[src/rtl/dmem_arbiter.sv]
// Data-memory arbiter: shares one single-port memory between the core and a
// loader/debug port, with one outstanding read and round-robin on conflict.
module dmem_arbiter #(
  parameter int N  = 32,
  parameter int AW = 8
) (
  input  logic          clk,
  input  logic          rst,
  input  logic          c_re,
  input  logic          c_we,
  input  logic [AW-1:0] c_ad,
  input  logic [N-1:0]  c_d,
  output logic [N-1:0]  c_q,
  output logic          c_stall,
  input  logic          l_req,
  input  logic          l_we,
  input  logic [AW-1:0] l_ad,
  input  logic [N-1:0]  l_d,
  output logic          l_gnt,
  output logic [N-1:0]  l_q,
  output logic          l_valid,
  output logic          m_re,
  output logic          m_we,
  output logic [AW-1:0] m_ad,
  output logic [N-1:0]  m_d,
  input  logic [N-1:0]  m_q,
  output logic          err
);

  typedef enum logic [1:0] {
    IDLE  = 2'd0,
    C_RDW = 2'd1,
    L_RDW = 2'd2
  } state_t;

  localparam logic LAST_CORE = 1'b0;
  localparam logic LAST_LDR  = 1'b1;

  state_t         state_q, state_d;
  logic           last_q, last_d;
  logic [N-1:0]   c_hold_q, c_hold_d;
  logic [N-1:0]   l_hold_q, l_hold_d;
  logic           err_q, err_d;

  logic           c_req_s;
  logic           c_rd_s;
  logic           gnt_c_s;
  logic           gnt_l_s;
  logic           c_stall_s;

  // Grant selection, memory command, next state and hold-register updates
  always_comb begin
    state_d   = state_q;
    last_d    = last_q;
    c_hold_d  = c_hold_q;
    l_hold_d  = l_hold_q;
    err_d     = err_q | (c_re & c_we);
    gnt_c_s   = 1'b0;
    gnt_l_s   = 1'b0;
    m_re      = 1'b0;
    m_we      = 1'b0;
    m_ad      = {AW{1'b0}};
    m_d       = {N{1'b0}};
    c_q       = c_hold_q;
    l_q       = l_hold_q;
    l_valid   = 1'b0;
    c_req_s   = c_re | c_we;
    // A simultaneous load+store from the core is executed as a store
    c_rd_s    = c_re & ~c_we;
    c_stall_s = 1'b0;

    case (state_q)
      IDLE: begin
        gnt_c_s = c_req_s & (~l_req | (last_q == LAST_LDR));
        gnt_l_s = l_req & (~c_req_s | (last_q == LAST_CORE));
        if (gnt_c_s) begin
          m_ad   = c_ad;
          m_d    = c_d;
          m_we   = c_we;
          m_re   = c_rd_s;
          last_d = LAST_CORE;
          if (c_rd_s) begin
            state_d = C_RDW;
          end else begin
            state_d = IDLE;
          end
        end else if (gnt_l_s) begin
          m_ad   = l_ad;
          m_d    = l_d;
          m_we   = l_we;
          m_re   = ~l_we;
          last_d = LAST_LDR;
          if (!l_we) begin
            state_d = L_RDW;
          end else begin
            state_d = IDLE;
          end
        end else begin
          state_d = IDLE;
        end
        c_stall_s = (c_req_s & ~gnt_c_s) | (gnt_c_s & c_rd_s);
      end
      C_RDW: begin
        c_q       = m_q;
        c_hold_d  = m_q;
        state_d   = IDLE;
        c_stall_s = 1'b0;
      end
      L_RDW: begin
        l_q       = m_q;
        l_hold_d  = m_q;
        l_valid   = 1'b1;
        state_d   = IDLE;
        c_stall_s = c_req_s;
      end
      default: begin
        state_d = IDLE;
      end
    endcase

    // Keep handshake and command strobes quiet while reset is held
    c_stall = c_stall_s & rst;
    l_gnt   = gnt_l_s & rst;
    m_re    = m_re & rst;
    m_we    = m_we & rst;
  end

  assign err = err_q;

  // State, fairness pointer, read-data holds and sticky error flag
  always_ff @(posedge clk or negedge rst) begin
    if (!rst) begin
      state_q  <= IDLE;
      last_q   <= LAST_LDR;
      c_hold_q <= {N{1'b0}};
      l_hold_q <= {N{1'b0}};
      err_q    <= 1'b0;
    end else begin
      state_q  <= state_d;
      last_q   <= last_d;
      c_hold_q <= c_hold_d;
      l_hold_q <= l_hold_d;
      err_q    <= err_d;
    end
  end

endmodule

[config.mk]
export PLATFORM = sky130hd
export DESIGN_NAME = dmem_arbiter
export DESIGN_NICKNAME = d
export VERILOG_FILES = /design/src/rtl/dmem_arbiter.sv
export SDC_FILE = /design/constraint.sdc
export NUM_CORES = 1
export LEC_CHECK = 0
export ABC_AREA = 1
export CORE_ASPECT_RATIO = 1.4
export CORE_MARGIN = 2
export CORE_UTILIZATION = 38
export CTS_CLUSTER_DIAMETER = 80
export DETAILED_ROUTE_END_ITERATION = 12
export PLACE_DENSITY = 0.95
export SLEW_MARGIN = 15
export SYNTH_ARGS = -nofsm -noshare
export SYNTH_HDL_FRONTEND = slang
export SYNTH_SLANG_ARGS = --single-unit
[constraint.sdc]
create_clock -name clk -period 2.3 [get_ports clk]
set_input_delay 0.23 -clock clk [delete_from_list [all_inputs] [get_ports clk]]
set_output_delay 0.23 -clock clk [all_outputs]
set_load 0.01 [all_outputs]
==> results of run 1 <==
path summary, 6_finish.rpt:
path / startpoint / end / slack [ps] / depth (start not counted)
max in group asynchronous: rst / l_hold_q[16] / 1270 / 3
hold / removal: rst / c_hold_q[14] / 430 / 3
setup / recovery: state_q[0] / l_q[25] / 80 / 5
setup reg to reg: state_q[1] / l_hold_q[8] / 1100 / 6
min in group clk: m_q[29] / c_hold_q[29] / 500 / 3
hold reg to reg: err / err / 500 / 1
report_power, final:
part / switching [W] / total (W) / leakage, nW / internal (W)
registers: 0.000115 / 0.00170 / 0.829 / 0.00158
clock network: 0.000470 / 0.00145 / 0.153 / 0.000976
logic: 0.00110 / 0.00230 / 2.14 / 0.00120
area by class of cell:
class	count	area [µm²]
sequential	68	1703
fill	631	2445
tap	105	131.4
timing repair buffer	243	2464
clock inverter	4	72.57
multi-input combinational	271	1227
inverter	45	168.9
clock buffer	12	246.5
repair_timing:
action | in CTS | in global routing
setup endpoints to repair | 52 | 34
pin swaps | 0 | 1
resized for setup | 47 | 41
endpoints found under the hold margin | 17 | 0
buffers inserted | 0 | 1
hold buffers | 1 | 0
routing by layer:
layer	vias to the layer above	part of all wire
li1	1758	-
met2	189	0.48
met3	28	0.14
met5	-	0
met4	0	0.029
met1	1675	0.35
critical path, cell delays in order, from the launching register on:
cell and delay (ps):
dfrtp_1 450, nor2_4 150, inv_2 70, buf_8 170, o21ai_0 240, clkdlybuf4s50_1 590
placed cells by master (no fill, tap or decap), types with 6 or more instances in the layout:
| cell | count |
|---|---|
| clkdlybuf4s50_1 | 176 |
| nand2_1 | 145 |
| dfrtp_1 | 67 |
| nand3_1 | 42 |
| inv_1 | 41 |
| o21ai_1 | 40 |
| dlygate4sd2_1 | 35 |
| o21ai_0 | 25 |
| dlymetal6s2s_1 | 13 |
| clkbuf_16 | 9 |
| buf_4 | 6 |
state kept, by name, summed over array words and instances, names as in the netlist:
| register | cells |
|---|---|
| l_hold_q | 32 |
| err | 1 |
| state_q | 2 |
| last_q | 1 |
| c_hold_q | 32 |
logic make-up after synthesis:
logic type / share of synthesized area
compound gates: 0.1070
flops: 0.5201
buf+inv: 0.1058
simple gates: 0.2671
metrics by stage:
step | setup TNS (ps) | hold slack, ps | utilization | worst slack, ps | power [W]
global placement | 0 | 233.7 | 0.6695 | 68.31 | 0.003980
global route | -28.85 | 481.0 | 0.7109 | -28.85 | 0.005738
detailed placement | 0 | 237.8 | 0.6695 | 29.14 | 0.004058
finish | 0 | 428.2 | 0.7109 | 82.57 | 0.005442
CTS | -5.882 | 477.0 | 0.7046 | -5.882 | 0.005469
floorplan | 0 | -65.59 | - | 909.8 | 0.002611
==> key figures, run 1 <==
Power and ir drop
  • Pwr per Cell Area: 905.0 nW/µm²
  • VDD IR-drop max: about 0.00084 V
  • Leak: between 3 and 4 nW

Clock network
  • H-Tree Depth: 3
  • Clk buf depth: 2
  • CTS tree: done
  • Clk slew on worst S/H paths: 50 ps
  • Skew-Pair Late Insertion Delay: 330 ps
  • TritonCTS Sinks: just under 70
  • CTS root buf: clkbuf_16
  • CTS Buf Count: 9

Logic synthesis
  • Most common cell in the netlist: nand2_1
  • #FFs+latches synth: 68
  • Largest cells by area after synthesis: dfrtp_1, nand2_1, o21ai_0
  • Top FF cell, synth: dfrtp_1
  • Mean post-synth cell area: approximately 8 µm²
  • Synthesized area: approximately 3300 µm²
  • Total number of yosys warnings: 0
  • Syn_nets: 526
  • Syn Inst Count: 408
  • EDFF count, synth: 0
  • FFs w/ async S/R, synth: 1.000
  • Area leader, netlist: dfrtp_1
  • Synth unique cells: 24
  • Share of the synthesized area in the top cell type: 0.5120
  • Seq/Total Area, Yosys: 0.5201
  • Commonest cells in the netlist: nand2_1, dfrtp_1, o21ai_0

Worst setup path
  • Worst endpoint data arrival time: about 2000 ps
  • Crit. End Element: output pin
  • Startpoint Class: register
  • Critical path required time: slightly above 2000 ps
  • Critical setup path kind: reg -> out
  • Worst-path fanout max: 30

Floorplan
  • Die Ht: 113.8 µm
  • Core box area: about 8500 µm²
  • Starting density of the core: 0.3871
  • Die Area: between 9000 and 10000 µm²
  • IO Pins: around 230
  • Die X: 82.45 µm
  • Site row count: 40

Global route
  • First-pass GRT wire length: between 15000 and 20000 µm
  • Routing usage on met2: 0.4317
  • Antenna violations before repair: 0
  • Met3 Use GR: 0.1377
  • Total track usage: 0.2614
  • GR peak layer: met2
  • Pin count of the biggest net entering global routing: 51
  • Vias in the first global route: 3673
  • Met1 Resource Use GR: 0.2657
  • GR Overflow Total: 0

Timing
  • Final Cycle Share: 0.9641
  • Worst slew margin: 0.5882
  • Max Freq: around 450 MHz
  • Final setup fails: 0
  • Final min period: about 2200 ps
  • Clock Skew: roughly 7.2 ps
  • Final hold vios: 0
  • Least-Margin Pin Slew: between 600 and 700 ps
  • Slew Limit Fails: 0

Final layout
  • Post-route insts no fill: 748
  • Ant. Diodes: 0
  • Area grow syn2layout: 83.65%
  • Layout cell share with drive strength beyond 1: 0.07154
  • Final instance area: 6013 µm²
  • Layout Nets: ~760

Routing
  • Final wirelength: around 13000 µm
  • DRC viols: 0
  • DR vias: approximately 3700
  • Vias/cell: 4.880
  • Drt initial violations: between 200 and 250
  • DR pass1 iterations: 5
  • Wire per inst: about 17 µm
  • Post-DRT Antenna Nets: 0

Place
  • Hpwl dp: about 9900 µm
  • Post-Place Cells: between 700 and 800
  • DP Area: 5663 µm²
  • Routability congestion estimate: 0.8984
  • IO buf count: approximately 230

Job
  • Max cap viols: 0

Worst hold path
  • Worst min path class: in -> async

Run status
  • Status: complete, no violations
No activity file was read; power rests on OpenSTA's default activity.
==> inputs of run 2 (changes only) <==
--- a/config.mk
+++ b/config.mk
@@ -6,12 +6,15 @@
 export NUM_CORES = 1
 export LEC_CHECK = 0
 export ABC_AREA = 1
+export CELL_PAD_IN_SITES_DETAIL_PLACEMENT = 1
+export CELL_PAD_IN_SITES_GLOBAL_PLACEMENT = 2
 export CORE_ASPECT_RATIO = 1.4
 export CORE_MARGIN = 2
-export CORE_UTILIZATION = 38
+export CORE_UTILIZATION = 19
 export CTS_CLUSTER_DIAMETER = 80
 export DETAILED_ROUTE_END_ITERATION = 12
 export PLACE_DENSITY = 0.95
+export SKIP_LAST_GASP = 1
 export SLEW_MARGIN = 15
 export SYNTH_ARGS = -nofsm -noshare
 export SYNTH_HDL_FRONTEND = slang
==> run 2 against run 1 <==
Net effect:
- the flow now finishes with violations (setup timing)
- flip-flop and latch count unchanged
- cell count increased by 14%
- clock power increased by 4%
- non-clock buffer count increased by 6
- die area increased by 95%
- combinational power increased by 2%
- clock skew about the same
- power increased by 2.0%
- worst hold slack improved by 60 ps
- critical path depth unchanged
- largest power group unchanged
==> key figures, run 2 (synthesized netlist as in run 1, its figures left out) <==
Floorplan
  • Die X: 115.0 µm (+39%)
  • Core box area: 16820 µm² (+99%)
  • Starting density of the core: 0.1947 (-0.1924)
  • Site row count: 56 (+40%)
  • Die Ht: 159.3 µm (+40%)
  • Die Area: 18320 µm² (+95%)
  • IO Pins: 228 (unchanged)

Timing
  • Least-Margin Pin Slew: 578.8 ps (-38.90 ps)
  • Unrepaired setup endpoints after global routing: true
  • Final Cycle Share: 1.002 (+0.03793)
  • Slew Limit Fails: 0 (unchanged)
  • Max Freq: 433.9 MHz (-3.8%)
  • Worst Slack Setup Final: -4.666 ps (-87.24 ps)
  • Final min period: 2305 ps (+87.24 ps)
  • Final setup fails: 1 (+1)
  • Final hold vios: 0 (unchanged)
  • Clock Skew: 7.457 ps (+0.2314 ps)
  • Worst slew margin: 0.6142 (+0.02593)

Run status
  • Violated checks: setup timing
  • Status: finished with violations

Clock network
  • CTS Buf Count: 9 (unchanged)
  • H-Tree Depth: 3 (unchanged)
  • TritonCTS Sinks: 68 (unchanged)
  • Clk buf depth: 2 (unchanged)
  • CTS root buf: clkbuf_16
  • CTS tree: done
  • Clk slew on worst S/H paths: 60 ps (about the same)
  • Skew-Pair Late Insertion Delay: 330 ps (about the same)

Job
  • Max cap viols: 0 (unchanged)

Routing
  • DRC viols: 0 (unchanged)
  • Post-DRT Antenna Nets: 0 (unchanged)
  • DR pass1 iterations: 4 (-1)
  • Wire per inst: 16.06 µm (-4.7%)
  • Drt initial violations: 159 (-36%)
  • Vias/cell: 4.253 (-13%)
  • DR vias: 3628 (-0.60%)
  • Final wirelength: 13700 µm (+8.7%)

Global route
  • Pin count of the biggest net entering global routing: 65 (+27%)
  • Total track usage: 0.1354 (-0.1260)
  • Antenna violations before repair: 1 (+1)
  • First-pass GRT wire length: 19420 µm (+7.2%)
  • Vias in the first global route: 3754 (+2.2%)
  • GR Overflow Total: 0 (unchanged)

Place
  • Hpwl dp: 9532 µm (-3.6%)
  • IO buf count: 227 (unchanged)
  • Post-Place Cells: 827 (+13%)
  • Routability congestion estimate: 0.7669 (-15%)

Final layout
  • Area grow syn2layout: 96.18%
  • Regs by FF count: c_hold_q (32), l_hold_q (32), state_q (2)
  • Post-route insts no fill: 853 (+14%)
  • Post-layout util: 0.3820 (-0.3290)
  • Layout cell share with drive strength beyond 1: 0.08475 (+0.01321)
  • Layout Nets: 762 (+0.79%)
  • Commonest non-fill, non-tap cell in the layout: clkdlybuf4s50_1
  • Most frequent cells in the layout: clkdlybuf4s50_1, nand2_1, dfrtp_1, dlymetal6s2s_1, nand3_1

Worst setup path
  • Critical path required time: 2070 ps (about the same)
  • Largest delay share family, worst path: buffers and inverters
  • Slowest CP cell: clkdlybuf4s50_1
  • Worst path bufs/invs: 3 (unchanged)
  • Worst endpoint data arrival time: 2070 ps (+80 ps)
  • Worst-path cell chain: nor2_4 > inv_2 > clkbuf_16 > o21ai_0 > clkdlybuf4s50_1
  • Startpoint Class: register
  • Crit. End Element: output pin
  • Critical setup path kind: reg -> out
  • Worst-path fanout max: 32 (+6.7%)
  • CP peak stage delay: 600 ps (about the same)

Power and ir drop
  • Leak: 3.680 nW (+18%)
  • Pwr per Cell Area: 864.3 nW/µm² (-4.5%)
  • VDD IR-drop max: 0.0006072 V (-28%)

Worst hold path
  • Worst min path class: reg -> reg
run 2: cell types whose count changed in the layout (fill, tap and decap cells not counted), sizes merged:
cell,previous run,this run
clkinvlp,1,2
inv,45,46
diode,0,1
dlymetal6s2s,13,57
buf,16,18
clkdlybuf4s15,2,0
clkbuf,12,15
clkinv,1,0
clkdlybuf4s50,176,162
dlygate4sd2,35,7
run 2: through the flow:
stage               TNS (ps)  setup slack (ps)  area [µm²]  hold WS, ps  power, W
finish                -4.666            -4.666        6424        487.8  0.005552
global route           -2278            -98.14        6424        503.4  0.005904
CTS                    -1298            -93.58        6138        476.4  0.005632
detailed placement         0             42.85        5793        298.9  0.004059
global placement           0             62.34        5793        304.1  0.004014
floorplan                  0             909.8        3274       -65.59  0.002611
run 2: worst paths after layout:
| check | startpoint | end | slack [ps] | cells after the start |
|---|---|---|---|---|
| max reg2reg | last_q | last_q | 1040 | 6 |
| min reg2reg | err | err | 490 | 1 |
| max in group asynchronous | rst | l_hold_q[23] | 1280 | 3 |
| max | state_q[0] | l_q[3] | -5 | 5 |
| min | err | err | 490 | 1 |
| min in group asynchronous | rst | state_q[0] | 530 | 3 |
run 2: area by class of cell:
class | instances | area [µm²]
inverters | 45 | 168.9
repair buffers | 249 | 2736
multi-input cells | 271 | 1231
clock buffers | 11 | 242.7
flip-flops and latches | 68 | 1704
well taps | 203 | 254.0
fillers | 1915 | 10390
diodes | 1 | 2.502
clock inverters | 5 | 83.83
run 2: per-layer routing:
metal / wire (µm) / GRT usage / up-vias
li1: - / - / 1758
met1: 4986 / 0.1375 / 1682
met2: 7187 / 0.2508 / 167
met3: 1216 / 0.05367 / 21
met4: 304 / 0.03834 / 0
met5: 0 / 0 / -
run 2: report_power, final:
| group | internal, W | total [W] | switching (W) | leakage, nW |
|---|---|---|---|---|
| Clock | 0.000983 | 0.00151 | 0.000532 | 0.152 |
| Combinational | 0.00126 | 0.00235 | 0.00109 | 2.70 |
| Sequential | 0.00158 | 0.00169 | 0.000105 | 0.828 |
| Total | 0.00382 | 0.00555 | 0.00173 | 3.68 |
run 2: repair_timing:
item | CTS | global route
setup endpoints to repair | 47 | 89
cloned | 0 | 4
resized for setup | 12 | 77
hold buffers | 1 | 0
pin swaps | 0 | 1
hold endpoints to repair | 24 | 0
setup buffers | 1 | 3
